**src/rtl/block_pkg.sv**
```systemverilog
// Shared types for the vector feeder and its dot-product consumer.
package block_pkg;

  typedef enum logic {
    FILL    = 1'b0,
    PRESENT = 1'b1
  } feed_state_e;

  localparam int unsigned DATA_WIDTH_DEF = 8;
  localparam int unsigned BLOCK_SIZE_DEF = 3;

  function automatic int unsigned idx_width(input int unsigned bs);
    return $clog2(bs + 1);
  endfunction

  localparam int unsigned IDX_W = idx_width(BLOCK_SIZE_DEF);

  // Consumer side: one element product
  localparam int unsigned PROD_W = 2 * DATA_WIDTH_DEF;
  typedef logic [PROD_W-1:0] prod_t;

endpackage

```
**src/rtl/feeder_buf.sv**
```systemverilog
// One A/B vector register pair with write-at-index, clear, bulk load and full flag.
module feeder_buf
  import block_pkg::*;
#(
  parameter int unsigned DATA_WIDTH = 8,
  parameter int unsigned BLOCK_SIZE = 3
) (
  input  logic                  clock,
  input  logic                  reset,
  input  logic                  clr_i,
  input  logic                  wr_en_i,
  input  logic                  wr_last_i,
  input  logic [DATA_WIDTH-1:0] wr_a_i,
  input  logic [DATA_WIDTH-1:0] wr_b_i,
  input  logic                  ld_en_i,
  input  logic [DATA_WIDTH-1:0] ld_a_i  [BLOCK_SIZE],
  input  logic [DATA_WIDTH-1:0] ld_b_i  [BLOCK_SIZE],
  output logic [DATA_WIDTH-1:0] a_o     [BLOCK_SIZE],
  output logic [DATA_WIDTH-1:0] b_o     [BLOCK_SIZE],
  output logic [DATA_WIDTH-1:0] nxt_a_c [BLOCK_SIZE],
  output logic [DATA_WIDTH-1:0] nxt_b_c [BLOCK_SIZE],
  output logic                  full_o,
  output logic                  done_c
);

  localparam int unsigned IW = idx_width(BLOCK_SIZE);

  logic [IW-1:0]         idx_q;
  logic                  full_q;
  logic [DATA_WIDTH-1:0] a_q [BLOCK_SIZE];
  logic [DATA_WIDTH-1:0] b_q [BLOCK_SIZE];

  // Contents as they will be after this cycle's write
  always_comb begin
    done_c = wr_en_i && ((idx_q == IW'(BLOCK_SIZE - 1)) || wr_last_i);
    for (int i = 0; i < BLOCK_SIZE; i++) begin
      nxt_a_c[i] = (wr_en_i && (idx_q == IW'(i))) ? wr_a_i : a_q[i];
      nxt_b_c[i] = (wr_en_i && (idx_q == IW'(i))) ? wr_b_i : b_q[i];
    end
  end

  always_ff @(posedge clock or negedge reset) begin
    if (!reset) begin
      idx_q  <= '0;
      full_q <= 1'b0;
      for (int i = 0; i < BLOCK_SIZE; i++) begin
        a_q[i] <= '0;
        b_q[i] <= '0;
      end
    end else if (clr_i) begin
      idx_q  <= '0;
      full_q <= 1'b0;
      for (int i = 0; i < BLOCK_SIZE; i++) begin
        a_q[i] <= '0;
        b_q[i] <= '0;
      end
    end else if (ld_en_i) begin
      idx_q  <= '0;
      full_q <= 1'b1;
      a_q    <= ld_a_i;
      b_q    <= ld_b_i;
    end else if (wr_en_i) begin
      idx_q  <= done_c ? '0 : idx_q + IW'(1);
      full_q <= full_q | done_c;
      a_q    <= nxt_a_c;
      b_q    <= nxt_b_c;
    end
  end

  assign a_o    = a_q;
  assign b_o    = b_q;
  assign full_o = full_q;

endmodule

```
**src/rtl/block_feeder.sv**
```systemverilog
// Assembles streamed A/B operand pairs into zero-padded vectors for a dot-product stage.
// Define BLOCK_FEEDER_DBUF_EN to fill a second buffer while a vector is presented.
module block_feeder
  import block_pkg::*;
#(
  parameter int unsigned DATA_WIDTH = 8,
  parameter int unsigned BLOCK_SIZE = 3
) (
  input  logic                  clock,
  input  logic                  reset,
  input  logic                  in_valid,
  output logic                  in_ready,
  input  logic [DATA_WIDTH-1:0] in_a,
  input  logic [DATA_WIDTH-1:0] in_b,
  input  logic                  in_last,
  output logic [DATA_WIDTH-1:0] A [0:BLOCK_SIZE-1],
  output logic [DATA_WIDTH-1:0] B [0:BLOCK_SIZE-1],
  output logic                  out_valid,
  input  logic                  out_ready,
  output logic [15:0]           vec_count
);

  localparam int unsigned CNT_W = 16;

  feed_state_e      state_q, state_d;
  logic             ov_q, ov_d;
  logic             rdy_q, rdy_d;
  logic [CNT_W-1:0] cnt_q;
  logic             accept_c, hand_c;

  assign accept_c = in_valid && rdy_q;
  assign hand_c   = ov_q && out_ready;

`ifdef BLOCK_FEEDER_DBUF_EN
  logic                  fb_full, fb_done_c, move_c, fb_full_d;
  logic [DATA_WIDTH-1:0] fb_nxt_a [BLOCK_SIZE];
  logic [DATA_WIDTH-1:0] fb_nxt_b [BLOCK_SIZE];
  logic [DATA_WIDTH-1:0] unused_fa [BLOCK_SIZE];
  logic [DATA_WIDTH-1:0] unused_fb [BLOCK_SIZE];
  logic [DATA_WIDTH-1:0] unused_pa [BLOCK_SIZE];
  logic [DATA_WIDTH-1:0] unused_pb [BLOCK_SIZE];
  logic                  unused_pfull, unused_pdone;

  feeder_buf #(.DATA_WIDTH(DATA_WIDTH), .BLOCK_SIZE(BLOCK_SIZE)) u_fill (
    .clock     (clock),
    .reset     (reset),
    .clr_i     (move_c),
    .wr_en_i   (accept_c),
    .wr_last_i (in_last),
    .wr_a_i    (in_a),
    .wr_b_i    (in_b),
    .ld_en_i   (1'b0),
    .ld_a_i    (fb_nxt_a),
    .ld_b_i    (fb_nxt_b),
    .a_o       (unused_fa),
    .b_o       (unused_fb),
    .nxt_a_c   (fb_nxt_a),
    .nxt_b_c   (fb_nxt_b),
    .full_o    (fb_full),
    .done_c    (fb_done_c)
  );

  // Presentation buffer takes the fill buffer including the pair landing this cycle
  feeder_buf #(.DATA_WIDTH(DATA_WIDTH), .BLOCK_SIZE(BLOCK_SIZE)) u_pres (
    .clock     (clock),
    .reset     (reset),
    .clr_i     (hand_c && !move_c),
    .wr_en_i   (1'b0),
    .wr_last_i (1'b0),
    .wr_a_i    (DATA_WIDTH'(0)),
    .wr_b_i    (DATA_WIDTH'(0)),
    .ld_en_i   (move_c),
    .ld_a_i    (fb_nxt_a),
    .ld_b_i    (fb_nxt_b),
    .a_o       (A),
    .b_o       (B),
    .nxt_a_c   (unused_pa),
    .nxt_b_c   (unused_pb),
    .full_o    (unused_pfull),
    .done_c    (unused_pdone)
  );

  always_comb begin
    move_c    = ((state_q == FILL) || hand_c) && (fb_full || fb_done_c);
    fb_full_d = !move_c && (fb_full || fb_done_c);
    ov_d      = ov_q;
    if (move_c)      ov_d = 1'b1;
    else if (hand_c) ov_d = 1'b0;
    state_d   = ov_d ? PRESENT : FILL;
    rdy_d     = !(fb_full_d && ov_d);
  end
`else
  logic                  buf_done_c, unused_full;
  logic [DATA_WIDTH-1:0] zero_v    [BLOCK_SIZE];
  logic [DATA_WIDTH-1:0] unused_na [BLOCK_SIZE];
  logic [DATA_WIDTH-1:0] unused_nb [BLOCK_SIZE];

  always_comb begin
    for (int i = 0; i < BLOCK_SIZE; i++) zero_v[i] = '0;
  end

  feeder_buf #(.DATA_WIDTH(DATA_WIDTH), .BLOCK_SIZE(BLOCK_SIZE)) u_buf (
    .clock     (clock),
    .reset     (reset),
    .clr_i     (hand_c),
    .wr_en_i   (accept_c),
    .wr_last_i (in_last),
    .wr_a_i    (in_a),
    .wr_b_i    (in_b),
    .ld_en_i   (1'b0),
    .ld_a_i    (zero_v),
    .ld_b_i    (zero_v),
    .a_o       (A),
    .b_o       (B),
    .nxt_a_c   (unused_na),
    .nxt_b_c   (unused_nb),
    .full_o    (unused_full),
    .done_c    (buf_done_c)
  );

  always_comb begin
    state_d = state_q;
    ov_d    = ov_q;
    case (state_q)
      FILL: if (buf_done_c) begin
        state_d = PRESENT;
        ov_d    = 1'b1;
      end
      PRESENT: if (hand_c) begin
        state_d = FILL;
        ov_d    = 1'b0;
      end
      default: state_d = FILL;
    endcase
    rdy_d = (state_d == FILL);
  end
`endif

  always_ff @(posedge clock or negedge reset) begin
    if (!reset) begin
      state_q <= FILL;
      ov_q    <= 1'b0;
      rdy_q   <= 1'b0;
      cnt_q   <= '0;
    end else begin
      state_q <= state_d;
      ov_q    <= ov_d;
      rdy_q   <= rdy_d;
      if (hand_c) cnt_q <= cnt_q + CNT_W'(1);
    end
  end

  assign out_valid = ov_q;
  assign in_ready  = rdy_q;
  assign vec_count = cnt_q;

endmodule

```
**config.mk**
```make
export PLATFORM = sky130hd
export DESIGN_NAME = block_feeder
export DESIGN_NICKNAME = d
export VERILOG_FILES = /design/src/rtl/block_pkg.sv /design/src/rtl/feeder_buf.sv /design/src/rtl/block_feeder.sv
export SDC_FILE = /design/constraint.sdc
export NUM_CORES = 1
export LEC_CHECK = 0
export ABC_AREA = 1
export CAP_MARGIN = 10
export CORE_MARGIN = 2
export CORE_UTILIZATION = 30
export CTS_CLUSTER_DIAMETER = 30
export DETAILED_ROUTE_END_ITERATION = 8
export SLEW_MARGIN = 20
export SYNTH_ARGS = -nofsm -noshare
export SYNTH_HDL_FRONTEND = slang
export SYNTH_SLANG_ARGS = --single-unit
```
**constraint.sdc**
```tcl
create_clock -name clock -period 1.6 [get_ports clock]
set_clock_uncertainty 0.2 [all_clocks]
set_input_delay 0.32 -clock clock [delete_from_list [all_inputs] [get_ports clock]]
set_output_delay 0.32 -clock clock [all_outputs]
set_load 0.01 [all_outputs]
```
# [After elaboration in Yosys (flattened, before gate mapping)]
# Index checks and enable logic that the tools add are counted.
[totals] regBits=69 output_inout_bits=66 wordCells=54
[classes] n_addsub=2 eq_ne=4 mux=19 n_bitwise=2 reduce_logical=16
[ops] operator="$mux 24" count=4
[ops] operator="$mux 8" count=6
[ops] operator="$add 16x1->16 const B" count=1
[ops] operator="$reduce_and 2->1" count=4
[ops] operator="$reduce_bool 2->1" count=4
[ops] operator="$logic_and 1x1->1" count=6
[ops] operator="$mux 2" count=3
[ops] operator="$mux 1" count=4
[ops] operator="$ne 2x1->1 const B" count=2
[ops] operator="$pmux 1 s2" count=2
[ops] operator="$add 2x1->2 const B" count=1
[ops] operator="$eq 2x1->1 const B" count=1
[ops] operator="$eq 2x2->1 const B" count=1
[ops] operator="$logic_not 2->1" count=1
[ops] operator="$not 1->1" count=2
[ops] operator="$logic_or 1x1->1" count=1

# [Depth between registers and ports, before layout]
# Gate-level depths: netlist of the first run.
[depth] depth_word=6 mapped_depth=9 ltp_nobuf=9

# [Modules after synthesis]
# Synthesis of the first run repeated with hierarchy kept, for this count alone.
[unflattened] hier_cells=654 hier_area_um2=4274.1
[by_module_without_submodules] module="feeder_buf" n_inst=1 cells_each=545 area_each_um2=3348.2 seq_area_each_um2=1276.2
[by_module_without_submodules] module="block_feeder" n_inst=1 cells_each=109 area_each_um2=925.9 seq_area_each_um2=475.5

# [Least setup slack after synthesis of the first run]
# No wires, ideal clock.
[synth_path] kind="reg2reg" start="register cnt_q[1], in the netlist vec_count[1]" end="register cnt_q[12], in the netlist vec_count[12]" setup_time_ns=0.113 arrival_time_ns=1.110 t_required_ns=1.287 slack_ns=0.177 stages_incl_launch_ff=9 n_path_buf=0 period_less_slack_ns=1.423 path_cell_list="dfrtp_1 ha_1 nand2_1 nor2_2 nand2_2 nor2_4 nand3_1 nand2_1 inv_1"
[synth_via] elab_chain_cells=1
[synth_rtl] item="start, declared" line="block_feeder.sv:28" text="logic [CNT_W-1:0] cnt_q;"
[synth_rtl] item="start signal, assigned" line="block_feeder.sv:149" text="if (hand_c) cnt_q <= cnt_q + CNT_W'(1);"
[synth_rtl] item="$add 16x1->16" line="block_feeder.sv:149"
# Every way passes these cells.
# A chain may end at the register's enable or synchronous reset.

# [Worst setup path after layout of the first run]
[layout_path] start="register cnt_q[0], in the netlist vec_count[0]" end="output vec_count[0]"
[layout_rtl] item="end, declared" line="block_feeder.sv:20" text="output logic [15:0] vec_count"
# No word-level cell between the ends.

==> reports/results.txt, run 1 <==
Sw Ratio = 37.9%
Inserted Clock Buffers = 9
Count of buffer and inverter cells on the critical path = 1
Routed wire length = 8460 um
Routed length per instance = 13.4 um
Post-DP HPWL = 5920 um
Layout cells sized above 1 = 14.9%
Chip height = 105 um
RSZ-0062 raised after global routing = true
Core area = 0.00986 mm^2
Crit share post-route = 98.0%
Sequential share of the synthesized area = 56.1%
Average size of a mapped cell = 8.28 um^2
Clk_lat worst skew = 0.34 ns
Worst path required time = 1.08 ns
Tmin final = 1.57 ns
Fill cells = 993
Slew Viols, Final = 0
Critical path fanouts, max = 3
Worst-Margin Slew = 0.308 ns
Largest net degree at the start of global routing = 58
Syn Nets = 397
DR vias = 2774
Pleak = 2.48 nW
Global-route wire length before repair = 14000 um
Detail Route Antenna Nets = 0
Overall routing resource usage = 16.1%
CP max-delay cell = dfrtp_1
Core Util, Final = 45.8%
Nets = 516
Post-route DRC = 0
Row cnt = 36
#FFs+latches synth = 69
Final cell count without fillers = 629
CTS clk-pin slew, worst paths = 0.07 ns
Hold Path Class = in2async
Cells after synthesis = 372
CP Data Arrival Time = 1.05 ns
Area Overhead vs Synth = 46.7%
Max incr delay on CP = 0.41 ns
Clk pwr share = 19.0%
Maxcap violations = 0
Final setup violation count = 0
Num ports = 87
Yosys cell types = 22
Netlist Area Pre-Place = 0.00308 mm^2
Die width = 105 um
Hold Vio Cnt, Final = 0
ANT cells = 0
Congestion Overflow GR = 0
TritonCTS Sinks = 69
CTS H-tree lvls = 3
Final GP Congestion = 0.819
Initial antenna violation count = 0
Max-Slew Margin vs Limit = 79.5%
CTS tree = done
Pwr Total = 7.32 mW
Psw = 2.78 mW
Vias in the first global route = 2808
Crit start category = register
Drt first pass iters = 4
Worst setup EP type = output pin
Initial Utilization = 31.2%
DR vias/cell = 4.41
RR Startpoint = vec_count[1]
Pint = 4.54 mW
Pre-CTS setup slack = -0.220 ns
Crit-path cells = dlygate4sd2_1
CP delay by family, top = flip-flops
Yosys warns = 0
Placed Cells = 603
Status = finished clean
Worst vdd ir = 0.00107 V
Initial DRC count = 145
Clock Path Buffers = 2
CP Launch Point = vec_count[0]
Sequential power share = 38.3%
Area of the die = 0.0111 mm^2
F_max = 0.637 GHz
WS Path Type = reg2out
Final worst slack = 0.0313 ns
Comb power frac = 42.8%
P per Cell Area = 1620 mW/mm^2
IO Port Bufs = 86
Root buf cell = clkbuf_8
-- Yosys cell counts (all sizes together) --
library cell | instances | area share [%]
nor3 | 2 | 0.33
ha | 4 | 1.6
xor2 | 4 | 1.1
clkbuf | 2 | 0.24
nand2 | 150 | 19
o22ai | 1 | 0.20
dfrtp | 69 | 56
a21oi | 1 | 0.16
buf | 10 | 1.9
nor2 | 35 | 4.8
nand4 | 5 | 1.0
nand3 | 38 | 6.2
o21ai | 4 | 0.65
inv | 41 | 5.0
xnor2 | 6 | 1.7
-- cell usage in the layout (no fill, tap or decap), types with 2 or more instances in the layout --
master           instances
nand2_1                140
dfrtp_1                 69
dlygate4sd2_1           59
inv_1                   38
nand3_1                 38
buf_4                   29
nor2_1                  25
clkdlybuf4s50_1         19
nand2_2                  9
clkbuf_8                 9
nor2_2                   7
clkdlybuf4s15_1          7
xnor2_1                  6
nand4_1                  5
buf_12                   5
xor2_1                   4
nor2_4                   3
ha_1                     3
inv_2                    2
o21ai_1                  2
o21ai_0                  2
clkinvlp_4               2
clkinv_2                 2
-- per-stage QoR --
stage | hold WS (ns) | cell area (um^2) | TNS [ns]
finish | 0.163 | 4520 | 0
global route | 0.166 | 4520 | -0.0837
CTS | 0.153 | 4440 | 0
detailed placement | -0.0115 | 4280 | -10.96
global placement | -0.0167 | 4280 | -9.68
floorplan | -0.176 | 3080 | 0
-- power by group through the flow --
stage	sequential, mW	clock (mW)	combinational, mW
4_1_cts	2.80	1.43	3.12
6_report	2.80	1.39	3.13
3_5_place_dp	2.87	0	3.46
2_1_floorplan	3.08	0	1.21
3_3_place_gp	2.86	0	3.40
5_1_grt	2.88	1.50	3.49
-- flip-flops by register name, indices dropped and copies added (netlist names) --
register / count
vec_count: 16
u_buf.idx_q: 2
state_q: 1
in_ready: 1
u_buf.b_o: 24
out_valid: 1
u_buf.a_o: 24
-- metal layers --
metal	vias up	wire length (um)	global-route usage [%]
met5	-	0	0
met4	0	72	4.29
met3	6	605	5.38
met2	95	3930	25.5
met1	1292	3850	20.9
li1	1381	-	-
-- cell type report --
class / instances / area (um^2) / share of cell area, %
inverters: 41 / 156 / 3.46
well taps: 133 / 166 / 3.68
repair buffers: 120 / 1100 / 24.5
clock inverters: 6 / 63.8 / 1.41
clock buffers: 10 / 128 / 2.82
multi-input cells: 250 / 1170 / 25.9
flip-flops and latches: 69 / 1730 / 38.2
-- what timing repair did --
item / 4_1_cts / 5_1_grt
hold endpoints to repair: 69 / 0
hold buffers: 1 / 0
setup buffers: 6 / 3
setup endpoints to repair: 66 / 24
gates resized for setup: 66 / 24
-- cell families (layout without fill, tap and decap cells) --
kind of cell,count (synthesis),after routing,share of synthesized area (%)
flops,69,69,56.1
fa+ha+maj,4,4,1.63
xor+xnor,10,10,2.84
compound gates,6,6,1.02
simple gates,230,230,31.3
buf+inv,53,177,7.15
-- path summary, 6_finish.rpt --
check,endpoint,slack (ns),cells after the start
max in group asynchronous,u_buf.a_o[10],0.50,3
min in group clock,out_valid,0.28,1
worst max register to register,vec_count[14],0.06,7
worst max-delay path,vec_count[0],0.03,1
worst min register to register,out_valid,0.28,1
worst min-delay path,vec_count[10],0.16,2
(Power assumes the default switching activity.)
==> inputs of run 2 (changes only) <==
- CORE_UTILIZATION: 30 -> 48
- PLACE_DENSITY: default -> 0.8
==> reports/results.txt, run 2 (synthesis gave the netlist of run 1 again) <==
Status = finished clean
Nets = 508 (-1.6%)
Post-DP HPWL = 5460 um (-7.7%)
Count of buffer and inverter cells on the critical path = 1 (unchanged)
Inserted Clock Buffers = 9 (unchanged)
Worst setup EP type = output pin
Core area = 0.00628 mm^2 (-36%)
Final setup violation count = 0 (unchanged)
R2r worst-path depth = 9 (+2)
Global-route wire length before repair = 13200 um (-6.2%)
Post-route DRC = 0 (unchanged)
CTS clk-pin slew, worst paths = 0.08 ns (about the same)
Tmin final = 1.59 ns (+0.0219 ns)
Congestion Overflow GR = 0 (unchanged)
Pleak = 2.45 nW (-0.97%)
Area of the die = 0.00707 mm^2 (-36%)
Root buf cell = clkbuf_8
Worst path required time = 1.08 ns (about the same)
Register area = 0.00173 mm^2 (unchanged)
Worst vdd ir = 0.00125 V (+17%)
Initial antenna violation count = 0 (unchanged)
Clock Path Buffers = 2 (unchanged)
Hold Crit Depth = 2
CTS H-tree lvls = 3 (unchanged)
Worst Hold End = u_buf.b_o[5]
IO Port Bufs = 86 (unchanged)
Detail Route Antenna Nets = 0 (unchanged)
Hold Vio Cnt, Final = 0 (unchanged)
DP Area = 0.00414 mm^2 (-3.2%)
Crit share post-route = 99.4% (+1.4 points)
FF-to-FF End = vec_count[12]
Final GP Congestion = 0.829 (+1.3%)
Vias in the first global route = 2733 (-2.7%)
Leading cell type in the layout, fill and taps excluded = nand2_1
Final cell count without fillers = 565 (-10%)
Routed wire length = 8060 um (-4.7%)
Row cnt = 29 (-19%)
Die width = 84.1 um (-20%)
Initial DRC count = 128 (-12%)
Placed Cells = 540 (-10%)
Num ports = 87 (unchanged)
Slew Viols, Final = 0 (unchanged)
Layout cells sized above 1 = 13.1% (-1.8 points)
Post-Layout Inst Area = 0.00440 mm^2 (-2.5%)
CP max-delay cell = dfrtp_1
Critical path fanouts, max = 3 (unchanged)
CP Data Arrival Time = 1.07 ns (+0.02 ns)
Clk_lat worst skew = 0.35 ns (about the same)
Crit start category = register
Worst reg2reg setup slack = 0.05 ns (about the same)
F_max = 0.629 GHz (-1.4%)
Initial Utilization = 49.1% (+18 points)
ANT cells = 0 (unchanged)
TritonCTS Sinks = 69 (unchanged)
Maxcap violations = 0 (unchanged)
RSZ-0062 raised after global routing = true
Hold Path Class = reg2reg
Core Util, Final = 70.2% (+24 points)
Area Overhead vs Synth = 43.0%
RR Startpoint = vec_count[1]
Most frequent cells in the layout = 140 x nand2_1, 69 x dfrtp_1, 61 x dlygate4sd2_1, 38 x inv_1, 38 x nand3_1
CTS tree = done
CP delay by family, top = flip-flops
Chip height = 84.1 um (-20%)
Max incr delay on CP = 0.43 ns (+0.02 ns)
Final worst slack = 0.00936 ns (-0.0219 ns)
Min-delay src = u_buf.b_o[5]
Largest net degree at the start of global routing = 70 (+21%)
Crit-path cells = dlygate4sd2_1
WS Path Type = reg2out
DR vias = 2863 (+3.2%)
Max-Slew Margin vs Limit = 75.7% (-3.8 points)
Pre-CTS setup slack = -0.234 ns (-0.0143 ns)
DR vias/cell = 5.07 (+15%)
Worst-Margin Slew = 0.364 ns (+0.0563 ns)
P per Cell Area = 1680 mW/mm^2 (+3.8%)
Routed length per instance = 14.3 um (+6.0%)
TNS Setup = 0 ns (unchanged)
Fill cells = 509 (-49%)
Overall routing resource usage = 23.5% (+7.5 points)
Area occupied by multi-input gates = 0.00117 mm^2 (+0.21%)
Drt first pass iters = 4 (unchanged)
==> run 2: cell types whose count changed in the layout (fill, tap and decap cells not counted), sizes merged <==
cell,previous run,this run
clkdlybuf4s15,7,4
dlygate4sd2,59,61
bufinv,1,2
clkinvlp,2,1
clkbuf,10,11
buf,34,26
==> run 2: worst max path at each step <==
stage / start / end / slack (ns) / cells after the start
global placement: out_ready / u_buf.a_o[20] / -0.22 / 7
floorplan: vec_count[1] / vec_count[12] / 0.18 / 8
CTS: vec_count[12] / vec_count[12] / 0.007 / 1
detailed placement: out_ready / vec_count[7] / -0.23 / 6
finish: out_valid / out_valid / 0.009 / 1
global route: out_valid / u_buf.b_o[15] / -0.03 / 6
==> run 2: what timing repair did <==
item / 4_1_cts / 5_1_grt
endpoints found under the hold margin: 69 / 0
setup endpoints to repair: 68 / 22
resized for setup: 67 / 21
pin swaps: 0 / 2
hold buffers: 1 / 0
buffers inserted: 4 / 4
gates cloned: 0 / 0
==> run 2: through the flow <==
step / power, mW / hold slack, ns
2_1_floorplan: 4.29 / -0.176
3_3_place_gp: 6.03 / 0.170
3_5_place_dp: 6.14 / 0.168
4_1_cts: 7.32 / 0.280
5_1_grt: 7.90 / 0.303
6_report: 7.41 / 0.274
==> run 2: final cells by class <==
type / count / area share, %
flip-flops and latches: 69 / 39.2
multi-input cells: 250 / 26.7
repair buffers: 112 / 23.3
inverters: 41 / 3.55
well taps: 77 / 2.19
clock buffers: 10 / 3.13
clock inverters: 6 / 1.96
==> run 2: metal layers <==
layer  global-route usage (%)  vias to the layer above  share of wire (%)
met4                     6.89                        0                1.3
met2                     38.4                      123                 48
met3                     6.53                       12                7.2
li1                         -                     1363                  -
met1                     30.8                     1365                 43
met5                        0                        -                  0
==> run 2: report_power, final <==
group | switching (mW) | internal, mW | leakage (nW)
Sequential | 0.407 | 2.40 | 0.868
Combinational | 1.68 | 1.32 | 1.47
Clock | 0.673 | 0.917 | 0.112
Total | 2.76 | 4.64 | 2.45
